[config.mk]
export PLATFORM = sky130hd
export DESIGN_NAME = d_stim_gen
export DESIGN_NICKNAME = d
export VERILOG_FILES = /design/src/rtl/d_stim_pkg.sv /design/src/rtl/d_stim_bit_timer.sv /design/src/rtl/d_stim_gen.sv
export SDC_FILE = /design/constraint.sdc
export NUM_CORES = 1
export LEC_CHECK = 0
export CAP_MARGIN = 20
export CORE_ASPECT_RATIO = 1.1
export CORE_MARGIN = 10
export CORE_UTILIZATION = 50
export CTS_BUF_LIST = sky130_fd_sc_hd__clkbuf_4 sky130_fd_sc_hd__clkbuf_8
export DETAILED_ROUTE_END_ITERATION = 12
export GPL_TIMING_DRIVEN = 0
export PLACE_DENSITY = 0.76
export SETUP_SLACK_MARGIN = 0.5
export SLEW_MARGIN = 10
export SYNTH_ARGS = -nofsm -noshare
export SYNTH_HDL_FRONTEND = slang
export SYNTH_SLANG_ARGS = --single-unit
[constraint.sdc]
create_clock -name Clk -period 1.9 [get_ports Clk]
set_input_delay 0.285 -clock Clk [delete_from_list [all_inputs] [get_ports Clk]]
set_output_delay 0.285 -clock Clk [all_outputs]
set_load 0.03 [all_outputs]
[src/rtl/d_stim_pkg.sv]
// Shared types and constants for the serial stimulus transmitter.
package d_stim_pkg;

  typedef enum logic {
    IDLE = 1'b0,
    RUN  = 1'b1
  } state_t;

  localparam logic [15:0] LFSR_TAPS         = 16'hB400;
  localparam logic [15:0] LFSR_DEFAULT_SEED = 16'hACE1;

  // A length of zero, or one larger than the pattern register, means "send everything".
  function automatic int len_norm(input int len, input int width);
    return (len == 0 || len > width) ? width : len;
  endfunction

endpackage

[src/rtl/d_stim_bit_timer.sv]
// Per-bit hold counter: counts 0..hold and strobes bit_end on the last cycle of each bit.
module d_stim_bit_timer #(
  parameter int HOLD_W = 4
) (
  input  logic              Clk,
  input  logic              Resetn,
  input  logic              clear,
  input  logic [HOLD_W-1:0] hold,
  output logic              bit_end
);

  logic [HOLD_W-1:0] cnt;

  assign bit_end = !clear && (cnt == hold);

  always_ff @(posedge Clk or negedge Resetn) begin
    if (!Resetn) begin
      cnt <= '0;
    end else if (clear || bit_end) begin
      cnt <= '0;
    end else begin
      cnt <= cnt + HOLD_W'(1);
    end
  end

endmodule

[src/rtl/d_stim_gen.sv]
// Serial stimulus transmitter: shifts a captured pattern out MSB-first on D, each bit held Hold+1 cycles.
// Optional feature macro D_STIM_LFSR_EN adds a Mode input selecting a 16-bit LFSR bit source.
//
// state | meaning
// IDLE  | D=0, Start_ready=1, waiting for a Start_valid handshake
// RUN   | shifting the shadowed pattern (or LFSR) out on D
module d_stim_gen
  import d_stim_pkg::*;
#(
  parameter int WIDTH  = 16,
  parameter int HOLD_W = 4,
  parameter int LEN_W  = $clog2(WIDTH + 1)
) (
  input  logic              Clk,
  input  logic              Resetn,
  input  logic [WIDTH-1:0]  Pat,
  input  logic [LEN_W-1:0]  Len,
  input  logic [HOLD_W-1:0] Hold,
  input  logic              Repeat,
`ifdef D_STIM_LFSR_EN
  input  logic              Mode,
`endif
  input  logic              Start_valid,
  output logic              Start_ready,
  input  logic              Stop,
  output logic              D,
  output logic              Busy,
  output logic              Done
);

  localparam int IW = $clog2(WIDTH);

  state_t            state;
  logic [WIDTH-1:0]  sh_pat;
  logic [IW-1:0]     sh_last;
  logic [HOLD_W-1:0] sh_hold;
  logic              sh_rep;
  logic [IW-1:0]     idx;
  logic [IW-1:0]     in_last;
  logic              d_q, busy_q, ready_q, done_q;
  logic              bit_end, timer_clear;
  logic              first_bit, step_bit, wrap_bit;
  logic              handshake;

`ifdef D_STIM_LFSR_EN
  logic              sh_mode;
  logic [15:0]       lfsr, lfsr_next, seed;
`endif

  assign handshake   = Start_valid && ready_q && !Stop;
  assign timer_clear = (state != RUN);

  always_comb begin
    in_last   = IW'(len_norm(int'(Len), WIDTH) - 1);
    first_bit = Pat[in_last];
    step_bit  = sh_pat[idx - IW'(1)];
    wrap_bit  = sh_pat[sh_last];
`ifdef D_STIM_LFSR_EN
    seed      = (16'(Pat) == 16'h0000) ? LFSR_DEFAULT_SEED : 16'(Pat);
    lfsr_next = {lfsr[14:0], ^(lfsr & LFSR_TAPS)};
    if (Mode) first_bit = seed[0];
    if (sh_mode) begin
      step_bit = lfsr_next[0];
      wrap_bit = lfsr_next[0];
    end
`endif
  end

  d_stim_bit_timer #(.HOLD_W(HOLD_W)) u_bit_timer (
    .Clk     (Clk),
    .Resetn  (Resetn),
    .clear   (timer_clear),
    .hold    (sh_hold),
    .bit_end (bit_end)
  );

  always_ff @(posedge Clk or negedge Resetn) begin
    if (!Resetn) begin
      state   <= IDLE;
      sh_pat  <= '0;
      sh_last <= '0;
      sh_hold <= '0;
      sh_rep  <= 1'b0;
      idx     <= '0;
      d_q     <= 1'b0;
      busy_q  <= 1'b0;
      ready_q <= 1'b1;
      done_q  <= 1'b0;
`ifdef D_STIM_LFSR_EN
      sh_mode <= 1'b0;
      lfsr    <= '0;
`endif
    end else begin
      done_q <= 1'b0;
      case (state)
        IDLE: begin
          if (handshake) begin
            sh_pat  <= Pat;
            sh_last <= in_last;
            sh_hold <= Hold;
            sh_rep  <= Repeat;
            idx     <= in_last;
            d_q     <= first_bit;
            busy_q  <= 1'b1;
            ready_q <= 1'b0;
            state   <= RUN;
`ifdef D_STIM_LFSR_EN
            sh_mode <= Mode;
            lfsr    <= seed;
`endif
          end
        end
        RUN: begin
          if (Stop) begin
            state   <= IDLE;
            d_q     <= 1'b0;
            busy_q  <= 1'b0;
            ready_q <= 1'b1;
          end else if (bit_end) begin
            if (idx != '0) begin
              idx <= idx - IW'(1);
              d_q <= step_bit;
`ifdef D_STIM_LFSR_EN
              lfsr <= lfsr_next;
`endif
            end else if (sh_rep) begin
              // Wrap straight to the first bit so repeats have no gap cycle.
              idx <= sh_last;
              d_q <= wrap_bit;
`ifdef D_STIM_LFSR_EN
              lfsr <= lfsr_next;
`endif
            end else begin
              state   <= IDLE;
              d_q     <= 1'b0;
              busy_q  <= 1'b0;
              ready_q <= 1'b1;
              done_q  <= 1'b1;
            end
          end
        end
        default: state <= IDLE;
      endcase
    end
  end

  assign D           = d_q;
  assign Busy        = busy_q;
  assign Start_ready = ready_q;
  assign Done        = done_q;

endmodule

==> reports/metrics.cfg <==
[placement]
gp_congestion = 0.790
portBuffers = 33
hpwl_um = 3990

[die]
fp.dieArea_um2 = 7410
start_util_pct = 51.3
die_x_um = 83.0
rows = 25
core_area_um2 = 4250
die_h_um = 89.3
io_pins = 34

[global_route]
antenna_found_initial = 0
grt_pass1_wl_um = 9060
track_usage_pct = 15.1
grt_pass1_vias = 1935
grt-ovfl-total = 0
grt_max_degree = 35

[clocking]
numCtsBuffers = 5
htreeDepth = 2
clockRootBuffer = clkbuf_8
cts_tree = done
cts.path.max_buffers = 2
cts.clk_slew.worst_paths_ns = 0.08
clk_latency_ns = 0.30
clock-sinks = 38

[synth]
yosysWarnings = 0
syn-instance-count = 228
syn_nets = 262
synth-seq-cells = 38
async_flop_share_pct = 100
muxShareOfSynthArea_pct = 15.3
synth_compound_area_share_pct = 8.66
synth_xor_area_share_pct = 4.47
syn_area_per_cell_um2 = 9.57
synth_fa_ha_area_share_pct = 2.29
netlist-cell-type-count = 45
synth-simple-area-share_pct = 21.6
synth_seq_area_share_pct = 43.6
synth-edff-count = 0
ys.flop_type = dfrtp_1
syn_area_um2 = 2180
synth_top_family_by_area = simple AND/OR/NAND/NOR gates

[timing]
tightest_slew_ns = 0.400
drv_slew = 0
min_period_ns = 1.92
slew_headroom_pct = 73.3
period_share_pct = 101
setup_viol = 2
clock.fmax_mhz = 521
rsz0062_at_grt = true
hold_viol = 0
fin_skew_ns = 0.0144
worst_slack_ns = -0.0185
timing.setup.tns_ns = -0.0359

[min_path]
hp-class = input port to async pin

[power]
p_per_area_nw_per_um2 = 1460
p_clk_share_pct = 16.2
p_sw_share_pct = 37.8
p_int_w = 0.00269
p_seq_share_pct = 34.6
p_leak_nw = 1.37
power.switching_w = 0.00163
pwr-share-comb_pct = 49.1
peakVddDrop_v = 0.000734

[detailed_routing]
ant_nets = 0
num_vias = 1833
drcViolationCount = 0
drtIter0Drc = 98
dr.pass1.iters = 4
wl_um = 5400
via_per_inst = 5.44
wl_per_cell_um = 16.0

[setup_path]
arrival_ns = 2.09
endpoint_kind = flop
r2r_start = idx[0]
critical_path.max_fanout = 4
critical_path_required_ns = 2.07
startpoint = idx[0]
worstSetupPathType = flop to flop
cp-start-kind = flop
worst_r2r_path_depth = 10

[finish]
most-common-layout-cells = nand2_1, dfrtp_1, clkdlybuf4s50_1
layout_commonest_cell = nand2_1
area_growth_pct = 35.3
fin_util_pct = 69.4
layout.nets = 316
drive_above_1_share_pct = 25.4
diodes = 0

[run_status]
status = finished, violations left
violations = setup timing

[job]
cap_violations = 0

## critical path, cell delays in order (launching register included)
cell	delay [ns]
dfrtp_1	0.37
buf_6	0.12
inv_4	0.06
ha_4	0.12
or3b_1	0.35
buf_6	0.15
nor2_4	0.09
o21ai_2	0.07
nand2_4	0.09
o41ai_1	0.08
a221o_1	0.29
## kinds of logic after synthesis
logic type / count (synthesis)
AND/OR/NAND/NOR: 108
AO/OA/AOI/OAI: 29
adder cells (fa/ha/maj): 4
multiplexers: 20
flip-flops: 38
buffers and inverters: 20
XOR/XNOR: 9
## routing by layer
layer  global-route usage [%]  wire length, µm  vias to the layer above
li1                         -                -                      892
met1                     16.3             2290                      883
met2                     26.5             2710                       44
met3                     4.74              273                       14
met4                     7.74              132                        0
met5                        0                0                        -
## cell usage after synthesis, drive strengths merged (2+ instances only)
library cell,n,area (µm²)
a21oi,6,30.0
and3,2,12.5
buf,9,48.8
clkbuf,4,15.0
dfrtp,37,926
ha,4,50.1
inv,7,26.3
mux2,3,33.8
mux2i,7,70.1
mux4,10,229
nand2,73,282
nand2b,2,12.5
nand3,5,25.0
nor2,13,56.3
nor2b,3,23.8
nor3,5,25.0
nor4,2,12.5
o211ai,2,15.0
o21ai,9,48.8
o22ai,3,18.8
xnor2,7,80.1
xor2,2,17.5
## flip-flops by register name, summed over array words and instances (netlist names)
signal           flops
Done                 1
Busy                 1
D                    1
idx                  4
sh_pat              16
u_bit_timer.cnt      4
sh_rep               1
sh_hold              4
sh_last              4
Start_ready          1
state                1
## power by group through the flow
stage | registers [W] | clock network [W] | logic [W]
floorplan | 0.00148 | 0 | 0.00139
detailed placement | 0.00150 | 0 | 0.00187
global placement | 0.00149 | 0 | 0.00182
global route | 0.00156 | 0.000742 | 0.00232
finish | 0.00150 | 0.000701 | 0.00212
CTS | 0.00149 | 0.000705 | 0.00199
## cell type report
type | count | area (µm²)
fillers | 360 | 1300
flip-flops and latches | 38 | 952
plain buffers | 13 | 101
clock inverters | 2 | 37.5
repair buffers | 47 | 449
multi-input cells | 170 | 1240
clock buffers | 6 | 76.3
inverters | 7 | 31.3
well taps | 54 | 67.6
## final timing paths
path / slack, ns / to
max: -0.02 / idx[3]
max in group asynchronous: 1.10 / Start_ready
min: 0.34 / sh_pat[11]
max reg2reg: -0.02 / idx[3]
min in group Clk: 0.41 / sh_last[3]
min reg2reg: 0.50 / sh_pat[0]
## repair_timing
action,in CTS,in global routing
hold buffers,1,0
buffers inserted,9,3
resized for setup,29,20
setup endpoints to repair,34,33
pin swaps,9,5
hold endpoints to repair,4,0
## stage by stage
step                instances  hold WS (ns)  area, µm²  power (W)  setup WS, ns
floorplan                 228       -0.0106       2250    0.00287       -0.0601
global placement          315         0.480       2650    0.00330        -0.769
detailed placement        316         0.115       2670    0.00337        -0.787
CTS                       334         0.339       2890    0.00418       -0.0126
global route              337         0.354       2950    0.00462       -0.0742
finish                    337         0.339       2950    0.00432       -0.0185
(Power assumes the default switching activity.)
